===== src/rtl/bram_arb_pkg.sv =====
// ============================================================================
// Module : bram_arb_pkg
// Brief  : Shared owner/requester encodings for the BRAM port arbiters.
// Rev    : 1.0
// ============================================================================
`default_nettype none

package bram_arb_pkg;

  typedef enum logic [1:0] {
    OWN_NONE = 2'd0,
    OWN_M0   = 2'd1,
    OWN_M1   = 2'd2
  } owner_e;

  localparam logic ID_M0 = 1'b0;
  localparam logic ID_M1 = 1'b1;

  typedef struct packed {
    logic valid;
    logic id;
  } rd_tag_t;

  function automatic logic owner_to_id(input owner_e own);
    return (own == OWN_M1) ? ID_M1 : ID_M0;
  endfunction

endpackage

`default_nettype wire


===== src/rtl/bram_rd_tag_pipe.sv =====
// ============================================================================
// Module : bram_rd_tag_pipe
// Brief  : DEPTH-stage {valid, id} delay line that follows reads through the BRAM.
// Rev    : 1.0
// ============================================================================
`default_nettype none

module bram_rd_tag_pipe
  import bram_arb_pkg::*;
#(
  parameter int DEPTH = 1
) (
  input  logic clk,
  input  logic rst_n,
  input  logic in_valid_i,
  input  logic in_id_i,
  output logic out_valid_o,
  output logic out_id_o
);

  rd_tag_t [DEPTH-1:0] stage_q;

  // Clearing on reset drops any read still in flight, so no strobe follows it.
  always_ff @(posedge clk or negedge rst_n) begin
    if (!rst_n) begin
      stage_q <= '0;
    end else begin
      stage_q[0] <= '{valid: in_valid_i, id: in_id_i};
      for (int i = 1; i < DEPTH; i++) begin
        stage_q[i] <= stage_q[i-1];
      end
    end
  end

  assign out_valid_o = stage_q[DEPTH-1].valid;
  assign out_id_o    = stage_q[DEPTH-1].id;

endmodule

`default_nettype wire


===== src/rtl/bram_rr_arbiter.sv =====
// ============================================================================
// Module : bram_rr_arbiter
// Brief  : Burst-limited round-robin arbiter sharing one BRAM port between m0/m1.
// Rev    : 1.0
// ============================================================================
`default_nettype none

module bram_rr_arbiter
  import bram_arb_pkg::*;
#(
  parameter int DATA_WIDTH = 32,
  parameter int ADDR_WIDTH = 10,
  parameter int RD_LATENCY = 1,
  parameter int BURST_MAX  = 4
) (
  input  logic                  clk,
  input  logic                  rst_n,
  input  logic                  m0_req,
  input  logic                  m0_wr,
  input  logic [ADDR_WIDTH-1:0] m0_addr,
  input  logic [DATA_WIDTH-1:0] m0_data_in,
  output logic                  m0_gnt,
  output logic [DATA_WIDTH-1:0] m0_data_out,
  output logic                  m0_valid,
  input  logic                  m1_req,
  input  logic                  m1_wr,
  input  logic [ADDR_WIDTH-1:0] m1_addr,
  input  logic [DATA_WIDTH-1:0] m1_data_in,
  output logic                  m1_gnt,
  output logic [DATA_WIDTH-1:0] m1_data_out,
  output logic                  m1_valid,
  output logic                  bram_en,
  output logic                  bram_wr,
  output logic [ADDR_WIDTH-1:0] bram_addr,
  output logic [DATA_WIDTH-1:0] bram_data_in,
  input  logic [DATA_WIDTH-1:0] bram_data_out
);

  localparam int               CNT_W       = $clog2(BURST_MAX + 1);
  localparam logic [CNT_W-1:0] C_BURST_MAX = CNT_W'(BURST_MAX);
  localparam logic [CNT_W-1:0] C_ONE       = CNT_W'(1);

  owner_e           owner_q, owner_d;
  owner_e           last_q, last_d;
  owner_e           winner;
  logic [CNT_W-1:0] burst_cnt_q, burst_cnt_d;
  logic             tag_valid;
  logic             tag_id;

  // Reset gating keeps every grant and BRAM strobe low while rst_n is asserted.
  always_comb begin
    winner = OWN_NONE;
    if (rst_n) begin
      if (m0_req && m1_req) begin
        if ((owner_q != OWN_NONE) && (burst_cnt_q < C_BURST_MAX)) begin
          winner = owner_q;
        end else begin
          winner = (last_q == OWN_M0) ? OWN_M1 : OWN_M0;
        end
      end else if (m0_req) begin
        winner = OWN_M0;
      end else if (m1_req) begin
        winner = OWN_M1;
      end
    end
  end

  always_comb begin
    owner_d     = owner_q;
    last_d      = last_q;
    burst_cnt_d = burst_cnt_q;
    if (winner == OWN_NONE) begin
      owner_d     = OWN_NONE;
      burst_cnt_d = '0;
    end else begin
      last_d = winner;
      if (winner == owner_q) begin
        burst_cnt_d = (burst_cnt_q < C_BURST_MAX) ? burst_cnt_q + C_ONE : C_BURST_MAX;
      end else begin
        owner_d     = winner;
        burst_cnt_d = C_ONE;
      end
    end
  end

  always_ff @(posedge clk or negedge rst_n) begin
    if (!rst_n) begin
      owner_q     <= OWN_NONE;
      last_q      <= OWN_M1;
      burst_cnt_q <= '0;
    end else begin
      owner_q     <= owner_d;
      last_q      <= last_d;
      burst_cnt_q <= burst_cnt_d;
    end
  end

  assign m0_gnt  = (winner == OWN_M0);
  assign m1_gnt  = (winner == OWN_M1);
  assign bram_en = (winner != OWN_NONE);

  always_comb begin
    bram_wr      = 1'b0;
    bram_addr    = '0;
    bram_data_in = '0;
    if (winner == OWN_M0) begin
      bram_wr      = m0_wr;
      bram_addr    = m0_addr;
      bram_data_in = m0_data_in;
    end else if (winner == OWN_M1) begin
      bram_wr      = m1_wr;
      bram_addr    = m1_addr;
      bram_data_in = m1_data_in;
    end
  end

  bram_rd_tag_pipe #(
    .DEPTH (RD_LATENCY)
  ) u_rd_tag_pipe (
    .clk         (clk),
    .rst_n       (rst_n),
    .in_valid_i  (bram_en && !bram_wr),
    .in_id_i     (owner_to_id(winner)),
    .out_valid_o (tag_valid),
    .out_id_o    (tag_id)
  );

  assign m0_valid    = tag_valid && (tag_id == ID_M0);
  assign m1_valid    = tag_valid && (tag_id == ID_M1);
  assign m0_data_out = bram_data_out;
  assign m1_data_out = bram_data_out;

endmodule

`default_nettype wire


===== config.mk =====
export PLATFORM = sky130hd
export DESIGN_NAME = bram_rr_arbiter
export DESIGN_NICKNAME = d
export VERILOG_FILES = /design/src/rtl/bram_arb_pkg.sv /design/src/rtl/bram_rd_tag_pipe.sv /design/src/rtl/bram_rr_arbiter.sv
export SDC_FILE = /design/constraint.sdc
export NUM_CORES = 1
export LEC_CHECK = 0
export CORE_AREA = 2 2 90 92
export CTS_BUF_LIST = sky130_fd_sc_hd__clkbuf_4 sky130_fd_sc_hd__clkbuf_8
export CTS_CLUSTER_SIZE = 40
export DETAILED_ROUTE_END_ITERATION = 8
export DIE_AREA = 0 0 92 94
export GPL_ROUTABILITY_DRIVEN = 0
export PLACE_DENSITY = 0.71
export SYNTH_ARGS = -nofsm -noshare
export SYNTH_HDL_FRONTEND = slang
export SYNTH_HIERARCHICAL = 1
export SYNTH_SLANG_ARGS = --single-unit

===== constraint.sdc =====
create_clock -name clk -period 2.3 [get_ports clk]
set_clock_uncertainty 0.05 [all_clocks]
set_input_delay 0.46 -clock clk [delete_from_list [all_inputs] [get_ports clk]]
set_output_delay 0.46 -clock clk [all_outputs]
set_load 0.1 [all_outputs]

[Yosys cells after proc, flatten, opt, wreduce, memory -nomap -nowiden]
Cells that the tools add are included.
Word-level totals
  bits in registers: 9
  input port bits: 122
  output and inout port bits: 112
  word-level logic and storage cells: 40
Operators by class
  add/sub/neg operators: 1
  magnitude comparators: 1
  equal/unequal tests: 5
  mux-type cells: 18
  bitwise logic cells: 1
  reductions and logical operators: 9
Operators with widths (number)
  32-bit two-way mux: 2
  10-bit two-way mux: 2
  2-bit two-way mux: 8
  3-bit two-way mux: 3
  1-bit logical AND: 5
  2-bit by 1-bit == test with 1-bit output (second input constant): 2
  2-bit nonzero test: 2
  3-bit by 1-bit adder with 3-bit output (second input constant): 1
  3-bit less-than comparator (second input constant): 1
  1-bit two-way mux: 3
  2-bit == test: 1
  2-bit == test (second input constant): 1
  2-bit zero test: 1
  2-bit inequality test (second input constant): 1
  1-bit zero test: 1
  1-bit NOT: 1

[Longest topological paths before layout]
Gate-level depths: netlist (run 1).
  depth in word-level cells: 10
  gate-level depth with buffers: 7
  depth with buffers taken out: 5

[Cells and area by module]
Netlist (run 1), hierarchy kept.
Modules (own cells, without submodules)
  bram_rr_arbiter: instances 1, cells each 164, area each 1376.3 µm², seq. area each 176.4 µm²
  bram_rd_tag_pipe: instances 1, cells each 2, area each 50.0 µm², seq. area each 50.0 µm²

[Worst setup path after synthesis (run 1)]
No wires, ideal clock.
  path kind: reg-to-output
  start: register burst_cnt_q[2]
  end: output port bram_data_in[19]
  arrival time: 2.387 ns
  data required time: 1.790 ns
  path slack: -0.597 ns
  stages on the path, launching flop included: 7
  path buffers: 2
  cells stage by stage: dfrtp_1 -> buf_4 -> nor2b_1 -> o211ai_2 -> a21oi_2 -> buf_2 -> a22o_1
On the way
  word-level cells in the longest chain between the ends: 8
  elaborated cells between the ends (all ways): 9
  classes of those cells: order compare (1); eq/ne (2); mux (5); reduce/logical (1)
Ends and longest elaborated chain
  from (decl): line bram_rr_arbiter.sv:46  | logic [CNT_W-1:0] burst_cnt_q, burst_cnt_d;
  from (signal assigned): line bram_rr_arbiter.sv:94  | burst_cnt_q <= burst_cnt_d;
  3-bit less-than comparator: line bram_rr_arbiter.sv:55  | if ((owner_q != OWN_NONE) && (burst_cnt_q < C_BURST_MAX)) begin
  1-bit logical AND: line bram_rr_arbiter.sv:55
  2-bit two-way mux: line bram_rr_arbiter.sv:55
  2-bit two-way mux: line bram_rr_arbiter.sv:54  | if (m0_req && m1_req) begin
  2-bit two-way mux: line bram_rr_arbiter.sv:53  | if (rst_n) begin
  2-bit == test
  via m1_gnt: line bram_rr_arbiter.sv:29  | output logic m1_gnt,
  32-bit two-way mux: line bram_rr_arbiter.sv:110  | end else if (winner == OWN_M1) begin
  32-bit two-way mux: line bram_rr_arbiter.sv:106  | if (winner == OWN_M0) begin
  to (decl): line bram_rr_arbiter.sv:35  | output logic [DATA_WIDTH-1:0] bram_data_in,
The timed path passes the listed nets, and every way through them passes these cells.

[Worst setup path in the final report (run 1)]
  start: register owner_q[1]
  end: output port bram_addr[1]
On the way
  word-level cells in the longest chain between the ends: 8
  elaborated cells between the ends (all ways): 9
  classes of those cells: eq/ne (2); mux (5); reduce/logical (2)
Ends and longest elaborated chain
  from (decl): line bram_rr_arbiter.sv:43  | owner_e owner_q, owner_d;
  from (signal assigned): line bram_rr_arbiter.sv:92  | owner_q <= owner_d;
  2-bit nonzero test: line bram_rr_arbiter.sv:55
  1-bit logical AND: line bram_rr_arbiter.sv:55
  2-bit two-way mux (*): line bram_rr_arbiter.sv:55
  2-bit two-way mux (*): line bram_rr_arbiter.sv:54
  2-bit two-way mux (*): line bram_rr_arbiter.sv:53
  2-bit == test: line bram_rr_arbiter.sv:110
  10-bit two-way mux: line bram_rr_arbiter.sv:110
  10-bit two-way mux (*): line bram_rr_arbiter.sv:106
  to (decl): line bram_rr_arbiter.sv:34  | output logic [ADDR_WIDTH-1:0] bram_addr,
Mark *: on every way between the ends. The rest lies on a longest branch, timed or not.

==> qor.txt, run 1 <==
drt first pass iters - 4
Post-synth ARST share - 100.0%
Leak - 0.001379 uW
crit-path cells - nor2b_1, o211ai_2, a21oi_4, buf_12, a22o_1, buf_12
worst setup path startpoint - owner_q[1]
Final setup viols - 3
most frequent cells in the layout - 86 x clkdlybuf4s50_1, 49 x buf_12, 27 x a22o_2
Slew headroom - 73.67%
# nets final - 378
Skew-Pair Late Insertion Delay - 0.23 ns
Post-DP Area - 0.003127 mm2
Syn Nets - 289
drt total wl - 6332 um
die extent in x - 92 um
I/O pins - 234
Worst Path Arrival - 1.80 ns
root buffer cell - clkbuf_8
Max Cap Viol - 0
Port Buffer Count - 137
overall global routing resource usage - 13.46%
# rows - 32
Mapped Cells - 166
most common cell after layout, fill and taps aside - clkdlybuf4s50_1
# diodes - 0
CP Data Required Time - 1.79 ns
Tightest Pin Transition - 0.3899 ns
post-route cell area - 0.003303 mm2
Non-Filler Instances - 356
Top Family by Delay on Critical Path - compound AO/OA/AOI/OAI gates
kind of critical path - reg2out
CTS buffer count - 3
main flop type after synthesis - dfrtp_1
Tmin final - 2.310 ns
FMAX - 0.4329 GHz
pre-CTS setup slack - -0.2741 ns
core area - 0.007607 mm2
placed cells - 347
Final Hold Fails - 0
TritonCTS clock tree - built
Initial DRC Count - 30
largest net degree at the start of global routing - 28
RSZ-0062 raised after global routing - true
Tcrit/Tclk final - 100.4%
CTS H-Tree Depth - 1
crit path launch type - flip-flop
Starting Density - 18.75%
Synth Register Bits - 9
failing checks - setup timing
ANT nets after route - 0
CTS sink count - 9
GRT Residual Overflow - 0
CP Max Fanout - 27
number of synthesized flops with an enable pin - 0
initial antenna violation count - 0
register area share after synthesis - 15.88%
Mapped Avg Cell Area - 8.593 um2
area of the die - 0.008648 mm2
WP buf/inv - 2
Die Y-Extent - 94 um
vias in the first global route - 1,634
post-DP HPWL - 5307 um
buffer depth of the longest clock path - 2
pwr/cell area - 536.9 mW/mm2
# hold bufs at CTS - 0
DR DRC count - 0
Crit Reg-Reg Endpoint - burst_cnt_q[1]
via count of the routed design - 1,564
worst r2r src - last_q[1]
clock-pin slew on the worst setup and hold paths - 0.04 ns
final count of pins violating max slew - 0
final worst setup slack - -0.009783 ns
Avg WL per Cell - 17.79 um
share of cells above drive strength 1 - 50.00%
R2R Setup Slk - 0.38 ns
Slowest cell on crit path - dfrtp_2
VDD IR max - 0.0001979 V
Hold/Removal Path Class - in2async
CP endpoint kind - output pin
dominant cell type by count on the critical path - buf_12
max incr delay on CP - 0.43 ns
TNS Setup - -0.01441 ns
wire length of the first global-routing pass - 9045 um
Yosys cell types - 32
Post-Syn Area - 0.001426 mm2
Area growth syn-to-layout - 131.6%
status - complete, but fails checks
worst-case reg-to-reg path depth - 6
post-detailed-route via-to-cell ratio - 4.393
Yosys warnings - 6
post-layout utilization of the core - 43.42%
==> repair_timing <==
action / 4_1_cts / 5_1_grt
endpoints found under the setup margin: 45 / 43
pin swaps: 2 / 0
resized for setup: 17 / 1
buffers inserted: 3 / 1
cloned: 1 / 0
==> metrics by stage <==
step	power, uW	hold WS, ns
after global placement	1524	0.4436
after CTS	1787	0.3661
after global routing	1833	0.4002
after detailed placement	1539	0.4571
after floorplan	1483	0.1144
final	1774	0.3799
==> per-layer routing <==
layer | vias to the layer above | track usage, % | part of all wire, %
met2 | 121 | 25.37 | 53
met1 | 713 | 14.71 | 35
met3 | 8 | 4.976 | 11
li1 | 722 | - | -
met4 | 0 | 1.866 | 0.57
met5 | - | 0 | 0
==> logic make-up (layout without fill, tap and decap cells) <==
logic type,after synthesis,count (layout),synth area share (%)
adder cells (fa/ha/maj),1,1,0.8771
AND/OR/NAND/NOR,20,20,9.209
flip-flops,9,9,15.88
AO/OA/AOI/OAI,59,59,35.97
buffers and inverters,77,165,38.07
==> synth_stat cells, drive strengths merged (2+ instances only) <==
| master | number | share of area (%) |
|---|---|---|
| a21boi | 2 | 1.1 |
| a21o | 2 | 1.1 |
| a21oi | 2 | 0.96 |
| a22o | 43 | 26 |
| a31oi | 2 | 1.3 |
| and2 | 2 | 0.88 |
| buf | 73 | 37 |
| dfrtp | 8 | 14 |
| inv | 4 | 1.1 |
| nand2 | 4 | 1.1 |
| nand2b | 3 | 1.8 |
| nand3b | 2 | 1.1 |
| nor2 | 3 | 0.79 |
| nor2b | 4 | 2.3 |
| o22ai | 2 | 0.88 |
==> worst max path at each step <==
stage	to	depth (start not counted)	slack, ns
after floorplan	bram_addr[1]	5	0.004
after global placement	bram_addr[9]	6	-0.23
after detailed placement	bram_data_in[28]	6	-0.27
after CTS	bram_addr[3]	7	-0.006
after global routing	bram_addr[1]	6	-0.1
final	bram_addr[1]	6	-0.01
==> cell type report <==
cell class / instances / area, um2
Sequential cell: 9 / 227.7
Inverter: 4 / 17.52
Fill cell: 693 / 4304
Timing Repair Buffer: 157 / 2039
Clock buffer: 4 / 48.80
Tap cell: 102 / 127.6
Multi-Input combinational cell: 80 / 842.1
==> tightest hold or removal path, cell delays in order <==
cell	delay (ns)
dlygate4sd2_1	0.23
buf_4	0.13
buf_4	0.19
==> sequential cells by signal (all words and copies together), names as in the netlist <==
register,cells
u_rd_tag_pipe/out_id_o,1
last_q,2
owner_q,2
burst_cnt_q,3
u_rd_tag_pipe/out_valid_o,1
==> report_power, final <==
part | total (uW) | internal [uW] | switching, uW | leakage (uW)
Combinational | 1390 | 593 | 797 | 0.00124
Sequential | 189 | 176 | 13.4 | 0.000113
Clock | 194 | 132 | 61.8 | 0.0000262
Note: power is estimated with default switching activity, not from simulation.
==> inputs of run 2 (changes only) <==
--- a/config.mk
+++ b/config.mk
@@ -10,7 +10,6 @@
 export CTS_CLUSTER_SIZE = 40
 export DETAILED_ROUTE_END_ITERATION = 8
 export DIE_AREA = 0 0 92 94
-export GPL_ROUTABILITY_DRIVEN = 0
 export PLACE_DENSITY = 0.71
 export SYNTH_ARGS = -nofsm -noshare
 export SYNTH_HDL_FRONTEND = slang
==> constraint.sdc (replaced) <==
create_clock -name clk -period 2.3 [get_ports clk]
set_clock_uncertainty 0.05 [all_clocks]
set_input_delay 0.345 -clock clk [delete_from_list [all_inputs] [get_ports clk]]
set_output_delay 0.345 -clock clk [all_outputs]
set_load 0.1 [all_outputs]
==> qor.txt, run 2 (synthesis results as in run 1) <==
TritonCTS clock tree - built
FMAX - 0.4532 GHz (+4.7%)
post-DP HPWL - 4400 um (-17%)
largest net degree at the start of global routing - 29 (+3.6%)
die extent in x - 92 um (unchanged)
pwr/cell area - 543.1 mW/mm2 (+1.2%)
CTS H-Tree Depth - 1 (unchanged)
CTS sink count - 9 (unchanged)
Storage cell area - 229.0 um2 (+0.55%)
Tightest Pin Transition - 0.3300 ns (-0.05984 ns)
Non-Filler Instances - 349 (-2.0%)
Initial DRC Count - 30 (unchanged)
Skew-Pair Late Insertion Delay - 0.23 ns (about the same)
clock-pin slew on the worst setup and hold paths - 0.05 ns (about the same)
CP Max Fanout - 11 (-59%)
Port Buffer Count - 137 (unchanged)
area occupied by multi-input gates - 763.2 um2 (-9.4%)
share of cells above drive strength 1 - 48.18% (-1.8 points)
core area - 0.007607 mm2 (unchanged)
Slew headroom - 77.71% (+4.0 points)
CP Data Required Time - 1.90 ns (+0.11 ns)
max reg flops - 3 (unchanged)
area of the die - 0.008648 mm2 (unchanged)
Tcrit/Tclk final - 95.94% (-4.5 points)
Top Registers - burst_cnt_q (3), last_q (2), owner_q (2)
# diodes - 0 (unchanged)
Avg WL per Cell - 15.21 um (-15%)
# nets final - 371 (-1.9%)
buffer depth of the longest clock path - 2 (unchanged)
vias in the first global route - 1,519 (-7.0%)
Final setup viols - 0 (-3)
Worst Path Arrival - 1.81 ns (about the same)
Final Hold Fails - 0 (unchanged)
gp weighted congestion - 0.7810
status - finished, final reports clean
Tmin final - 2.207 ns (-0.1032 ns)
CTS buffer count - 3 (unchanged)
final hold slack - 0.2133 ns (-0.1666 ns)
placed cells - 344 (-0.86%)
post-layout utilization of the core - 41.35% (-2.1 points)
drt total wl - 5307 um (-16%)
crit path launch type - flip-flop
initial antenna violation count - 0 (unchanged)
CP endpoint kind - output pin
final worst setup slack - 0.09340 ns (+0.1032 ns)
kind of critical path - reg2out
VDD IR max - 0.0002762 V (+40%)
overall global routing resource usage - 10.78% (-2.7 points)
final count of pins violating max slew - 0 (unchanged)
ANT nets after route - 0 (unchanged)
Fillers - 715 (+3.2%)
drt first pass iters - 4 (unchanged)
I/O pins - 234 (unchanged)
Die Y-Extent - 94 um (unchanged)
# rows - 32 (unchanged)
R2R Setup Slk - 0.41 ns (+0.03 ns)
post-detailed-route via-to-cell ratio - 4.284 (-2.5%)
pre-CTS setup slack - -0.03363 ns (+0.2405 ns)
wire length of the first global-routing pass - 7728 um (-15%)
via count of the routed design - 1,495 (-4.4%)
Hold/Removal Path Class - in2async
most common cell after layout, fill and taps aside - clkdlybuf4s50_1
Max Cap Viol - 0 (unchanged)
Starting Density - 18.75% (unchanged)
Area growth syn-to-layout - 120.5%
root buffer cell - clkbuf_8
most frequent cells in the layout - 86 x clkdlybuf4s50_1, 49 x buf_12, 36 x a22o_2
Top reg by flops - burst_cnt_q
Leak - 0.001297 uW (-6.0%)
DR DRC count - 0 (unchanged)
GRT Residual Overflow - 0 (unchanged)
-- run 2: changes by cell type in the layout (fill, tap and decap cells not counted), sizes merged --
cell	delta
buf	-7
clkdlybuf4s15	-1
dlymetal6s2s	+1
-- run 2: metrics by stage --
step | TNS [ns] | cell area [um2] | power, uW
2_1_floorplan | -0.7700 | 1500 | 1469
3_3_place_gp | -0.02308 | 3059 | 1505
3_5_place_dp | -0.3878 | 3059 | 1517
4_1_cts | 0 | 3109 | 1712
5_1_grt | -0.004547 | 3146 | 1766
6_report | 0 | 3146 | 1708
-- run 2: timing repair --
| action | 4_1_cts | 5_1_grt |
|---|---|---|
| setup buffers | 0 | 1 |
| gates resized for setup | 4 | 5 |
| pin swaps | 0 | 1 |
| endpoints found under the setup margin | 43 | 43 |
| hold buffers | 0 | 0 |
-- run 2: per-layer routing --
| layer | up-vias | wire length [um] | track usage [%] |
|---|---|---|---|
| met5 | - | 0 | 0 |
| met2 | 87 | 2661 | 18.93 |
| met4 | 0 | 109 | 3.234 |
| met3 | 19 | 477 | 2.327 |
| met1 | 684 | 2060 | 13.19 |
| li1 | 705 | - | - |
-- run 2: area by class of cell --
class	count	area share, %
Timing Repair Buffer	150	62.37
Inverter	4	0.4773
Sequential cell	9	7.279
Multi-Input combinational cell	80	24.26
Clock buffer	4	1.551
Tap cell	102	4.057
-- run 2: final timing paths --
kind | to | cells after the start | startpoint
worst min register to register | last_q[0] | 1 | last_q[0]
worst max-delay path | bram_data_in[0] | 6 | last_q[1]
min in group clk | last_q[0] | 1 | last_q[0]
worst min-delay path | burst_cnt_q[1] | 2 | rst_n
worst max register to register | burst_cnt_q[1] | 5 | last_q[1]
max in group asynchronous | last_q[1] | 2 | rst_n
-- run 2: report_power, final --
part	switching, uW	leakage (uW)	internal (uW)	total, uW
clock	59.6	0.0000262	132	192
sequential	14.5	0.000112	176	190
combinational	773	0.00116	553	1330
total	847	0.00130	861	1710
-- run 2: worst max-delay path, cell delays in order, from the launching register on --
cell and delay (ns):
dfstp_2 0.56, nor2b_4 0.05, o211ai_2 0.25, a21oi_4 0.11, buf_4 0.19, a22o_2 0.25, buf_12 0.17
